[src/rtl/cim_pkg.sv]
// ============================================================================
// cim_pkg : constants and types shared by the CIM bank and its loader
// Revision: 1.0
// ============================================================================
`default_nettype none

package cim_pkg;

    localparam int unsigned CIM_ROWS = 8;
    localparam int unsigned CIM_DW   = 24;

    // Burst length used when row_cnt is programmed as zero.
    localparam int unsigned ROW_CNT_ZERO_LEN = CIM_ROWS;

    typedef enum logic [1:0] {
        ST_IDLE  = 2'd0,
        ST_LOAD  = 2'd1,
        ST_FLUSH = 2'd2,
        ST_DONE  = 2'd3
    } loader_state_t;

endpackage

`default_nettype wire

[src/rtl/cim_onehot_dec.sv]
// ============================================================================
// cim_onehot_dec : combinational row-index to one-hot decoder
// Revision: 1.0
// ============================================================================
`default_nettype none

module cim_onehot_dec
    import cim_pkg::*;
#(
    parameter int unsigned ROWS = CIM_ROWS,
    localparam int unsigned SELW = $clog2(ROWS)
) (
    input  logic [SELW-1:0] sel,
    output logic [ROWS-1:0] onehot
);

    always_comb begin
        onehot      = '0;
        onehot[sel] = 1'b1;
    end

endmodule

`default_nettype wire

[src/rtl/cim_weight_loader.sv]
// ============================================================================
// cim_weight_loader : streams raw weights into one-hot row writes of the bank
// Revision: 1.0
// ============================================================================
`default_nettype none

module cim_weight_loader
    import cim_pkg::*;
#(
    parameter int unsigned ROWS = CIM_ROWS,
    parameter int unsigned DW   = CIM_DW
) (
    input  logic            clk,
    input  logic            rst,
    input  logic            start,
    input  logic [2:0]      base_row,
    input  logic [2:0]      row_cnt,
    input  logic            s_valid,
    input  logic [DW-1:0]   s_data,
    output logic            s_ready,
    output logic [ROWS-1:0] WA,
    output logic [DW-1:0]   D,
    output logic            busy,
    output logic            done
);

    loader_state_t   state;
    loader_state_t   state_nxt;
    logic [2:0]      ptr;
    logic [3:0]      remain;
    logic [3:0]      remain_load;
    logic [ROWS-1:0] ptr_onehot;
    logic            hs;

    assign s_ready     = (state == ST_LOAD);
    assign busy        = (state != ST_IDLE);
    assign done        = (state == ST_DONE);
    assign hs          = s_valid && s_ready;
    assign remain_load = (row_cnt == 3'd0) ? 4'(ROW_CNT_ZERO_LEN) : {1'b0, row_cnt};

    cim_onehot_dec #(
        .ROWS   (ROWS)
    ) u_dec (
        .sel    (ptr),
        .onehot (ptr_onehot)
    );

    always_ff @(posedge clk) begin
        if (rst) begin
            state <= ST_IDLE;
        end else begin
            state <= state_nxt;
        end
    end

    always_comb begin
        state_nxt = state;
        case (state)
            ST_IDLE:  if (start) state_nxt = ST_LOAD;
            ST_LOAD:  if (hs && (remain == 4'd1)) state_nxt = ST_FLUSH;
            ST_FLUSH: state_nxt = ST_DONE;
            ST_DONE:  state_nxt = ST_IDLE;
            default:  state_nxt = ST_IDLE;
        endcase
    end

    // WA pulses for one cycle per accepted beat; D keeps the last written word.
    always_ff @(posedge clk) begin
        if (rst) begin
            ptr    <= '0;
            remain <= '0;
            WA     <= '0;
            D      <= '0;
        end else begin
            WA <= '0;
            if ((state == ST_IDLE) && start) begin
                ptr    <= base_row;
                remain <= remain_load;
            end
            if (hs) begin
                WA     <= ptr_onehot;
                D      <= s_data;
                ptr    <= ptr + 3'd1;
                remain <= remain - 4'd1;
            end
        end
    end

endmodule

`default_nettype wire
[config.mk]
export PLATFORM = sky130hd
export DESIGN_NAME = cim_weight_loader
export DESIGN_NICKNAME = d
export VERILOG_FILES = /design/src/rtl/cim_pkg.sv /design/src/rtl/cim_onehot_dec.sv /design/src/rtl/cim_weight_loader.sv
export SDC_FILE = /design/constraint.sdc
export NUM_CORES = 1
export LEC_CHECK = 0
export CAP_MARGIN = 10
export CORE_MARGIN = 3
export CORE_UTILIZATION = 46
export DETAILED_ROUTE_END_ITERATION = 8
export PLACE_DENSITY = 0.85
export SYNTH_ARGS = -nofsm -noshare
export SYNTH_HDL_FRONTEND = slang
export SYNTH_HIERARCHICAL = 1
export SYNTH_SLANG_ARGS = --single-unit
[constraint.sdc]
create_clock -name clk -period 2.4 [get_ports clk]
set_input_delay 0.48 -clock clk [delete_from_list [all_inputs] [get_ports clk]]
set_output_delay 0.48 -clock clk [all_outputs]
set_load 0.1 [all_outputs]
Word level (Yosys, flattened, before mapping)
Cells that the tools add are included.
{ "totals": {"reg_bits": 41, "input_bits": 34, "output_inout_bits": 35, "wordCells": 36} }
{ "op_classes": {"addsub": 2, "n_lt_le_gt_ge": 2, "n_eq_ne": 6, "n_mux": 10, "n_bitwise": 1, "n_reduce_logical": 10} }
{ "ops": {"columns": ["op", "count"], "rows": [
  ["4-bit two-way mux", 3],
  ["2-bit case mux with 4 select lines", 1],
  ["3-bit two-way mux", 2],
  ["2-bit == test (second input constant)", 2],
  ["4-bit by 1-bit == test with 1-bit output (second input constant)", 1],
  ["1-bit logical AND", 4],
  ["3-bit by 4-bit < comparator with 1-bit output (second input constant)", 1],
  ["2-bit two-way mux", 2],
  ["2-bit nonzero test", 2],
  ["4-bit by 1-bit subtractor with 4-bit output (second input constant)", 1],
  ["3-bit by 1-bit adder with 3-bit output (second input constant)", 1],
  ["1-bit demux with 3-bit select", 1],
  ["3-bit by 1-bit >= comparator with 1-bit output (second input constant)", 1],
  ["3-bit zero test", 1],
  ["2-bit by 1-bit == test with 1-bit output (second input constant)", 1],
  ["2-bit zero test", 1],
  ["2-bit by 1-bit != test with 1-bit output (second input constant)", 1],
  ["2-bit != test (second input constant)", 1],
  ["2-bit AND reduction", 1],
  ["2-bit OR reduction", 1],
  ["1-bit two-way mux", 1],
  ["1-bit NOT", 1]
]} }

Logic depth before layout (Yosys ltp)
Gate-level depths: netlist of the first run.
{ "logic_depth": {"word_depth": 5, "mapped_depth": 7, "depth_no_buf": 5} }

Hierarchy
Netlist of the first run, hierarchy kept.
{ "by_module_without_submodules": {"columns": ["module", "n_inst", "cells_per_inst", "area_per_inst_um2", "seq_area_each_um2"], "rows": [
  ["cim_weight_loader", 1, 191, 1637.8, 820.8],
  ["cim_onehot_dec", 1, 8, 65.1, 0.0]
]} }

Least setup slack after synthesis of the first run
No wires, ideal clock.
{ "synth_path": {"kind": "reg2reg", "startpoint": "reg state[1]", "endpoint": "reg remain[3]", "setup_ps": 77, "arrival_ps": 2113, "required_time_ps": 2323, "setup_slack_ps": 210, "stages_incl_launch_ff": 6, "n_path_buf": 0, "period_less_slack_ps": 2190, "cell_sequence": "dfxtp_1 > inv_1 > ha_1 > nand2_1 > or3_1 > a41oi_2"} }
{ "synth_between": {"elab_chain_cells": 3, "word_cells_on_any_way": 6, "classes_between": "1 x eq/ne; 1 x mux; 4 x reduce/logical"} }
{ "synth_rtl": {"columns": ["element", "line", "text"], "rows": [
  ["start: declaration", "cim_weight_loader.sv:27", "loader_state_t state;"],
  ["start signal: assignment", "cim_weight_loader.sv:52", "state <= state_nxt;"],
  ["2-bit by 1-bit == test with 1-bit output *", "cim_weight_loader.sv:35", "assign s_ready = (state == ST_LOAD);"],
  ["via s_ready", "cim_weight_loader.sv:20", "output logic s_ready,"],
  ["1-bit logical AND *", "cim_weight_loader.sv:38", "assign hs = s_valid && s_ready;"],
  ["4-bit two-way mux or 2-bit nonzero test (tied branches)", null, null],
  ["end signal: assignment", "cim_weight_loader.sv:78", "remain <= remain_load;"],
  ["end signal: assignment", "cim_weight_loader.sv:84", "remain <= remain - 4'd1;"],
  ["end: declaration", "cim_weight_loader.sv:30", "logic [3:0] remain;"]
]} }
The timed path passes the listed nets; every way through them passes the cells marked *.
A chain may end at the register's enable or synchronous reset.

Worst setup path in the final report of the first run
{ "layout_path": {"startpoint": "reg state[1]", "endpoint": "out s_ready"} }
{ "layout_between": {"elab_chain_cells": 1} }
{ "layout_rtl": {"columns": ["element", "line"], "rows": [
  ["2-bit by 1-bit == test with 1-bit output", "cim_weight_loader.sv:35"],
  ["end: declaration", "cim_weight_loader.sv:20"]
]} }
Every way passes these cells.

==> reports/metrics.cfg, run 1 <==
[outcome]
status = complete, no violations

[drt]
drc = 0
drt-initial-drc-count = 116
routedWlPerCell_um = 11.7
routed_wl_mm = 3.68
antenna_left = 0
dr.pass1.iters = 6
viasPerCell = 4.95
vias = 1553

[power_and_ir_drop]
p_leak_nw = 1.03
ir_drop_uv = 979
p_per_area_nw_per_um2 = 1150

[clock_network]
post_cts_resize_count = 0
htree_num_levels = 2
cts.sink_count = 41
cts_root_buf = clkbuf_8
cts_buffers = 5
hold_buffers = 0
clk_pin_slew_ps = 70
clk_path_buf_depth = 2
clk-insertion-delay-late_ps = 290
cts_tree = yes
post_cts_buffers = 0

[grt]
grt_pass1_vias = 1378
grt_overflow_total = 0
antenna_found_initial = 0
grt_max_degree = 32
grt_pass1_wl_mm = 5.94
track_usage = 0.173

[critical_path]
critPathKind = register to output pin
cp.required_ps = 1920
cp-start-kind = register
worstPathCellList = inv_1, ha_1, buf_12
cp.arrival_ps = 1330
critical_path_peak_fanout = 9
max_stage_delay_ps = 360
crit_path_top_delay_cell = ha_1
end_kind = output pin

[die]
num_rows = 21
die_x_um = 66.8
start_util = 0.495
ios = 69
core_um2 = 3440
die_h_um = 66.8
die_area_um2 = 4470

[yosys]
netlist_area_um2 = 1700
ys_types = 32
yosysWarnings = 6
synth_seq_cells = 41
yosys_most_used_dff = dfxtp_1
synth_cells = 199
synth_nets = 241
synth_seq_area_share = 0.482
synth_edf_count = 0
synthArstFlopShare = 0
syn_area_per_cell_um2 = 8.56

[timing]
finClkSkew_ps = 3.59
grt_setup_unrepaired = no
hold_violations = 0
finalSetupViolCount = 0
fin_crit_sh = 0.752
setup_tns_ps = 0
max_freq_mhz = 554
slew_headroom = 0.757
drv_slew = 0
fin_crit_ps = 1810
tightest_slew_ps = 356

[cells_and_area]
drive_gt1_frac = 0.194
synthToLayoutAreaGrowth_pct = 45.6
final_nets = 309
antennaDiodeCount = 0
nFillCells = 278
finalInstanceArea_um2 = 2480
final_util = 0.720

[place]
gp_congestion = 0.844
hpwl_mm = 2.73
place_area_um2 = 2360
port-buffer-count = 68

[hold_path]
hold_class = register to register

[flow_run]
maxCapViolCount = 0

## registers in the layout, summed over array words and instances, names as in the netlist
signal / cells
D: 24
WA: 8
ptr: 3
remain: 4
state: 2
## cell usage after synthesis (3+ instances only)
master	instances	area [µm²]
nand2_1	53	199
dfxtp_1	41	821
a21oi_1	25	125
and2_1	9	56.3
ha_1	8	100
a211oi_1	7	52.6
clkbuf_1	7	26.3
inv_1	5	18.8
buf_2	4	20.0
nand3_1	4	20.0
o21ai_0	4	20.0
and3b_2	3	30.0
nor3b_1	3	22.5
## cell type report
type	instances	area (µm²)	share of cell area
timing repair buffer	73	656	0.265
tap	46	57.6	0.0232
clock inverter	1	30.0	0.0121
sequential	41	821	0.331
multi-input combinational	141	810	0.327
clock buffer	7	86.3	0.0348
inverter	5	18.8	0.00757
## layout by cell type (no fill, tap or decap), types with 2 or more instances in the layout
cell type	count
nand2b_1	2
buf_4	38
clkdlybuf4s50_1	33
a211oi_1	7
nand3b_1	2
and3b_1	2
buf_12	2
or3_1	2
nand3_1	4
clkbuf_8	6
a21oi_1	25
and2_1	9
and3b_2	3
nor3_1	2
a31oi_1	2
nor2_1	2
nor3b_1	3
ha_1	8
inv_1	5
o21ai_0	4
dfxtp_1	41
nand2_1	53
## report_power, final
group          leakage (nW)  switching [mW]  total, mW  internal (mW)
registers             0.334          0.0949      0.889          0.794
logic                 0.634           0.967       1.39          0.422
clock network        0.0585           0.225      0.564          0.339
## worst max-delay path: cells and delay by family, from the launching register on
family,cells,cell delay (ps)
adder cells (fa/ha/maj),1,360
buffers and inverters,2,320
flip-flops,1,350
## through the flow
step                hold slack, ps  total power, mW  cells  setup slack (ps)
detailed placement             447             2.30    306               480
CTS                            457             2.87    314               581
finish                         455             2.84    314               595
floorplan                      482             1.95    199               210
global route                   471             3.00    314               462
global placement               442             2.29    306               527
## routing by layer
metal	up-vias	part of all wire	wire length [µm]	GRT usage
met5	-	0	0	0
met4	0	0.0098	36	0.0609
met3	5	0.086	318	0.0506
met2	49	0.49	1800	0.309
met1	689	0.42	1530	0.193
li1	810	-	-	-
## final timing paths
| kind | start | cells past startpoint | slack (ps) | end |
|---|---|---|---|---|
| setup / recovery | state[1] | 3 | 590 | s_ready |
| setup reg to reg | state[1] | 5 | 640 | remain[3] |
| hold / removal | D[10] | 2 | 460 | D[10] |
| hold reg to reg | D[10] | 2 | 460 | D[10] |
## cells by family (layout without fill, tap and decap cells)
logic type / after synthesis / count (layout) / synth area share
simple gates: 89 / 89 / 0.259
fa+ha+maj: 8 / 8 / 0.0588
flops: 41 / 41 / 0.482
mux: 1 / 1 / 0.00588
compound gates: 43 / 43 / 0.152
buf+inv: 17 / 86 / 0.0426
Power figures use the tool's default switching activity.
==> inputs of run 2 (changes only) <==
--- a/config.mk
+++ b/config.mk
@@ -7,9 +7,9 @@
 export LEC_CHECK = 0
 export CAP_MARGIN = 10
 export CORE_MARGIN = 3
-export CORE_UTILIZATION = 46
+export CORE_UTILIZATION = 42
 export DETAILED_ROUTE_END_ITERATION = 8
-export PLACE_DENSITY = 0.85
+export PLACE_DENSITY = 0.78
 export SYNTH_ARGS = -nofsm -noshare
 export SYNTH_HDL_FRONTEND = slang
 export SYNTH_HIERARCHICAL = 1
==> constraint.sdc (replaced) <==
create_clock -name clk -period 1.85 [get_ports clk]
set_input_delay 0.37 -clock clk [delete_from_list [all_inputs] [get_ports clk]]
set_output_delay 0.37 -clock clk [all_outputs]
set_load 0.1 [all_outputs]
==> reports/metrics.cfg, run 2 (synthesized netlist as in run 1, its figures left out) <==
[cells_and_area]
layout.cells.non_filler = 317
largest_register_ffs = 24
finalInstanceArea_um2 = 2640
largestRegisters = D x24, WA x8, remain x4
synthToLayoutAreaGrowth_pct = 55.1
final_nets = 310
regMostFlops = D
ff_latch_area_um2 = 821
layout_common_cells = nand2_1, dfxtp_1, clkdlybuf4s50_1, buf_4, a21oi_1
nFillCells = 312
final_util = 0.700
antennaDiodeCount = 0
multi_input_area_um2 = 812
drive_gt1_frac = 0.201
final_common_cell = nand2_1

[clock_network]
clk_path_buf_depth = 2
post_cts_buffers = 0
htree_num_levels = 2
hold_buffers = 0
post_cts_resize_count = 0
cts_root_buf = clkbuf_8
cts_tree = yes
clk_pin_slew_ps = 80
cts.sink_count = 41
clk-insertion-delay-late_ps = 290
cts_buffers = 5

[hold_path]
hold_class = register to register
min-delay-start = D[8]
whs_endpoint = D[8]
hold_path_depth = 2

[critical_path]
path_delay_family = buffers and inverters
end_kind = output pin
crit_path_top_delay_cell = dfxtp_1
cp.arrival_ps = 1340
worstPathCellList = inv_1, ha_1, inv_1, buf_12
cp-start-kind = register
critical_path_peak_fanout = 6
reg2regPathDepth = 5
r2r-end = remain[3]
max_stage_delay_ps = 380
ff2ff_setup_slack_ps = 250
crit_top_cell = inv_1
critical_path_buf_inv_count = 3
critPathKind = register to output pin
cp.required_ps = 1480
reg2reg_from = state[1]

[timing]
layout_setup_ws_ps = 144
setup_tns_ps = 0
max_freq_mhz = 586
hold_slack_ps = 458
drv_slew = 0
fin_crit_ps = 1710
tightest_slew_ps = 394
hold_violations = 0
slew_headroom = 0.731
fin_crit_sh = 0.922
finClkSkew_ps = 6.03
grt_setup_unrepaired = no
finalSetupViolCount = 0

[grt]
grt_max_degree = 32
grt_pass1_wl_mm = 6.89
use_met1 = 0.186
track_usage = 0.174
gr-max-usage-layer = met2
grt_overflow_total = 0
grt_pass1_vias = 1571
gr-usage-met2 = 0.298
use_met3 = 0.0812
antenna_found_initial = 0

[drt]
drc = 0
viasPerCell = 5.00
vias = 1586
drt-initial-drc-count = 108
routed_wl_mm = 3.95
routedWlPerCell_um = 12.5
dr.pass1.iters = 4
antenna_left = 0

[place]
dp.cells = 309
gp_congestion = 0.788
pre_cts_ws_ps = 43.6
hpwl_mm = 2.96
port-buffer-count = 68
place_area_um2 = 2520

[outcome]
status = complete, no violations

[die]
ios = 69
start_util = 0.452
core_um2 = 3770
die_h_um = 69.7
num_rows = 22
die_area_um2 = 4850
die_x_um = 69.7

[power_and_ir_drop]
p_leak_nw = 1.06
ir_drop_uv = 1390
power_mw = 3.84
p_per_area_nw_per_um2 = 1450

[flow_run]
maxCapViolCount = 0

run 2: changes by cell type in the layout (fill, tap and decap cells not counted):
cell	previous run	this run
buf_12	2	14
buf_4	38	27
ha_1	8	7
ha_2	0	1
run 2: layer usage:
| layer | up-vias | wire length [µm] |
|---|---|---|
| li1 | 811 | - |
| met1 | 715 | 1610 |
| met2 | 49 | 1910 |
| met3 | 11 | 346 |
| met4 | 0 | 93 |
| met5 | - | 0 |
run 2: worst max-delay path by stage:
stage,from,to,slack [ps],cells after the start
3_3_place_gp,s_valid,remain[3],120,4
2_1_floorplan,state[1],remain[3],50,5
3_5_place_dp,s_valid,state[0],40,4
6_report,state[0],busy,140,4
5_1_grt,state[0],state[0],40,5
4_1_cts,state[0],busy,130,4
run 2: where the power goes:
| group | switching (mW) | leakage, nW | internal, mW |
|---|---|---|---|
| logic | 1.27 | 0.672 | 0.658 |
| registers | 0.147 | 0.334 | 1.03 |
| clock network | 0.289 | 0.0585 | 0.440 |
run 2: layout make-up:
| type | instances | share of cell area |
|---|---|---|
| well taps | 48 | 0.0227 |
| multi-input cells | 141 | 0.307 |
| repair buffers | 74 | 0.308 |
| clock buffers | 7 | 0.0327 |
| inverters | 5 | 0.00711 |
| flip-flops and latches | 41 | 0.311 |
| clock inverters | 1 | 0.0114 |
run 2: worst reg2reg max path, stage by stage (launching register included):
cell and delay [ps]:
dfxtp_1 350, inv_1 110, ha_2 290, nand2_1 220, or3_1 410, a41oi_2 150
==> inputs of run 3 (changes only) <==
--- a/config.mk
+++ b/config.mk
@@ -10,6 +10,7 @@
 export CORE_UTILIZATION = 42
 export DETAILED_ROUTE_END_ITERATION = 8
 export PLACE_DENSITY = 0.78
+export SLEW_MARGIN = 20
 export SYNTH_ARGS = -nofsm -noshare
 export SYNTH_HDL_FRONTEND = slang
 export SYNTH_HIERARCHICAL = 1
==> results of run 3 <==
Same layout as run 2: the final DEF is identical, and so are final timing and power.
==> patch (flow settings as in run 3) <==
`CIM_DW`: 24 -> 12.
--- a/src/rtl/cim_pkg.sv
+++ b/src/rtl/cim_pkg.sv
@@ -8,5 +8,5 @@
 
     localparam int unsigned CIM_ROWS = 8;
-    localparam int unsigned CIM_DW   = 24;
+    localparam int unsigned CIM_DW   = 12;
 
     // Burst length used when row_cnt is programmed as zero.
Ports: changed (resized D and s_data); port bits go from 69 to 45. No check against the original RTL was run, so the function may have changed too.
==> patch against run 3 <==
- worst setup slack got worse by 3.9 ps
- register-to-register slack improved by 90 ps
- count of clock-buffer cells in the layout did not move
- total power fell by 29%
- die area fell by 21%
- wire length fell by 25%
- sequential cell count fell by 12
- clock skew rose by 3.6 ps
- cell area fell by 26%
- largest cell class is now multi-input gates
- critical path type unchanged
- synthesized area fell by 23%
==> patch: results (changes against run 3) <==
Worst hold path
  – Launch point of the worst hold path: D[10]$_SDFFE_PP0P_

Clocking
  – Clock tree root buffer cell: clkbuf_4
  – Later-pin clock latency in the skew report: 310 ps (+20 ps)

Detailed routing
  – Per-cell routed wire length: 13.1 microns (+5.3%)
  – Routed length on met1: 1210 microns (-25%)
  – Count of routing violations after the opening detailed-route iteration: 34 (-69%)
  – Routed length on met2: 1650 microns (-13%)
  – Amount of wire on met3 after detailed routing: 97 microns (-72%)
  – Final Routed Wirelength: 2970 microns (-25%)
  – Vias/cell: 5.15 (+2.9%)

Logic synthesis
  – Mapped Avg Cell Area: 9.03 sq um (+5.6%)
  – Synth area leaders: dfxtp_1, nand2_1, ha_1, and2_1, a21oi_1
  – Post-Synthesis Net Count: 175 (-27%)

Placement
  – Estimated wirelength of the detail-placed design: 2380 microns (-19%)
  – Number of cells after detailed placement: 219 (-29%)
  – Number of buffers inserted by port buffering: 44 (-35%)

STA
  – Setup skew after layout: 9.66 ps (+3.63 ps)
  – Smallest hold slack: 486 ps (+27.9 ps)

Layout
  – Total of fill cells in the finished design: 230 (-26%)
  – Layout cells sized above 1: 21.0% (+0.95 points)

Global route
  – Number of global-route vias before repair: 1152 (-27%)
  – Total routing resource utilization after global routing: 17.4% (-0.052 points)
  – Pin count of the biggest net entering global routing: 17 (-47%)

Worst setup path
  – Worst setup slack for register-to-register paths: 340 ps (+90 ps)

Power and ir drop
  – Sw Share: 45.5% (+0.95 points)

Status
  – Run status: finished, final reports clean
==> patch: cell types whose count changed in the layout (fill, tap and decap cells not counted), sizes merged <==
cell / change
a21oi: -13
buf: -12
bufinv: -1
clkdlybuf4s50: -12
nand2: -24
dfxtp: -12
==> patch: cells by family after synthesis <==
kind of cell	Yosys count	synth area share (%)
compound gates	30	14.8
fa+ha+maj	8	7.64
buf+inv	12	5.73
flops	29	44.3
mux	1	0.764
simple gates	65	26.7
==> patch: cell type report <==
class                      count  area (sq um)  area share, %
timing repair buffer          50           616           31.3
inverter                       5          18.8          0.955
clock buffer                   7          55.1           2.80
tap                           31          38.8           1.97
multi-input combinational    104           657           33.4
sequential                    29           581           29.5
==> patch: metrics by stage <==
step | worst slack, ps | area [sq um] | power (W)
after floorplan | 112 | 1310 | 0.00187
after global placement | 160 | 1910 | 0.00234
after detailed placement | 128 | 1910 | 0.00239
after CTS | 106 | 1970 | 0.00276
after global routing | 18.9 | 1970 | 0.00291
final | 140 | 1970 | 0.00273
==> patch: final timing paths <==
check / end / cells past startpoint
setup / recovery: busy / 4
hold / removal: D[10]$_SDFFE_PP0P_ / 2
setup reg to reg: remain[3]$_SDFFE_PP0P_ / 5
hold reg to reg: D[10]$_SDFFE_PP0P_ / 2
==> patch: power groups by stage <==
stage	Combinational, W	Clock [W]	Sequential, W
global route	0.00161	0.000420	0.000884
global placement	0.00147	0	0.000870
floorplan	0.000742	0	0.00113
CTS	0.00151	0.000388	0.000865
detailed placement	0.00151	0	0.000879
finish	0.00149	0.000368	0.000867
==> patch: routing by layer <==
| layer | vias up | global-route usage, % |
|---|---|---|
| met5 | - | 0 |
| li1 | 603 | - |
| met3 | 2 | 5.17 |
| met2 | 21 | 30.6 |
| met4 | 0 | 6.36 |
| met1 | 538 | 19.7 |
==> patch: worst max-delay path, stage by stage, from the launching register on <==
cell	delay [ps]
dfxtp_1	380
inv_1	100
ha_1	260
inv_1	110
buf_12	180
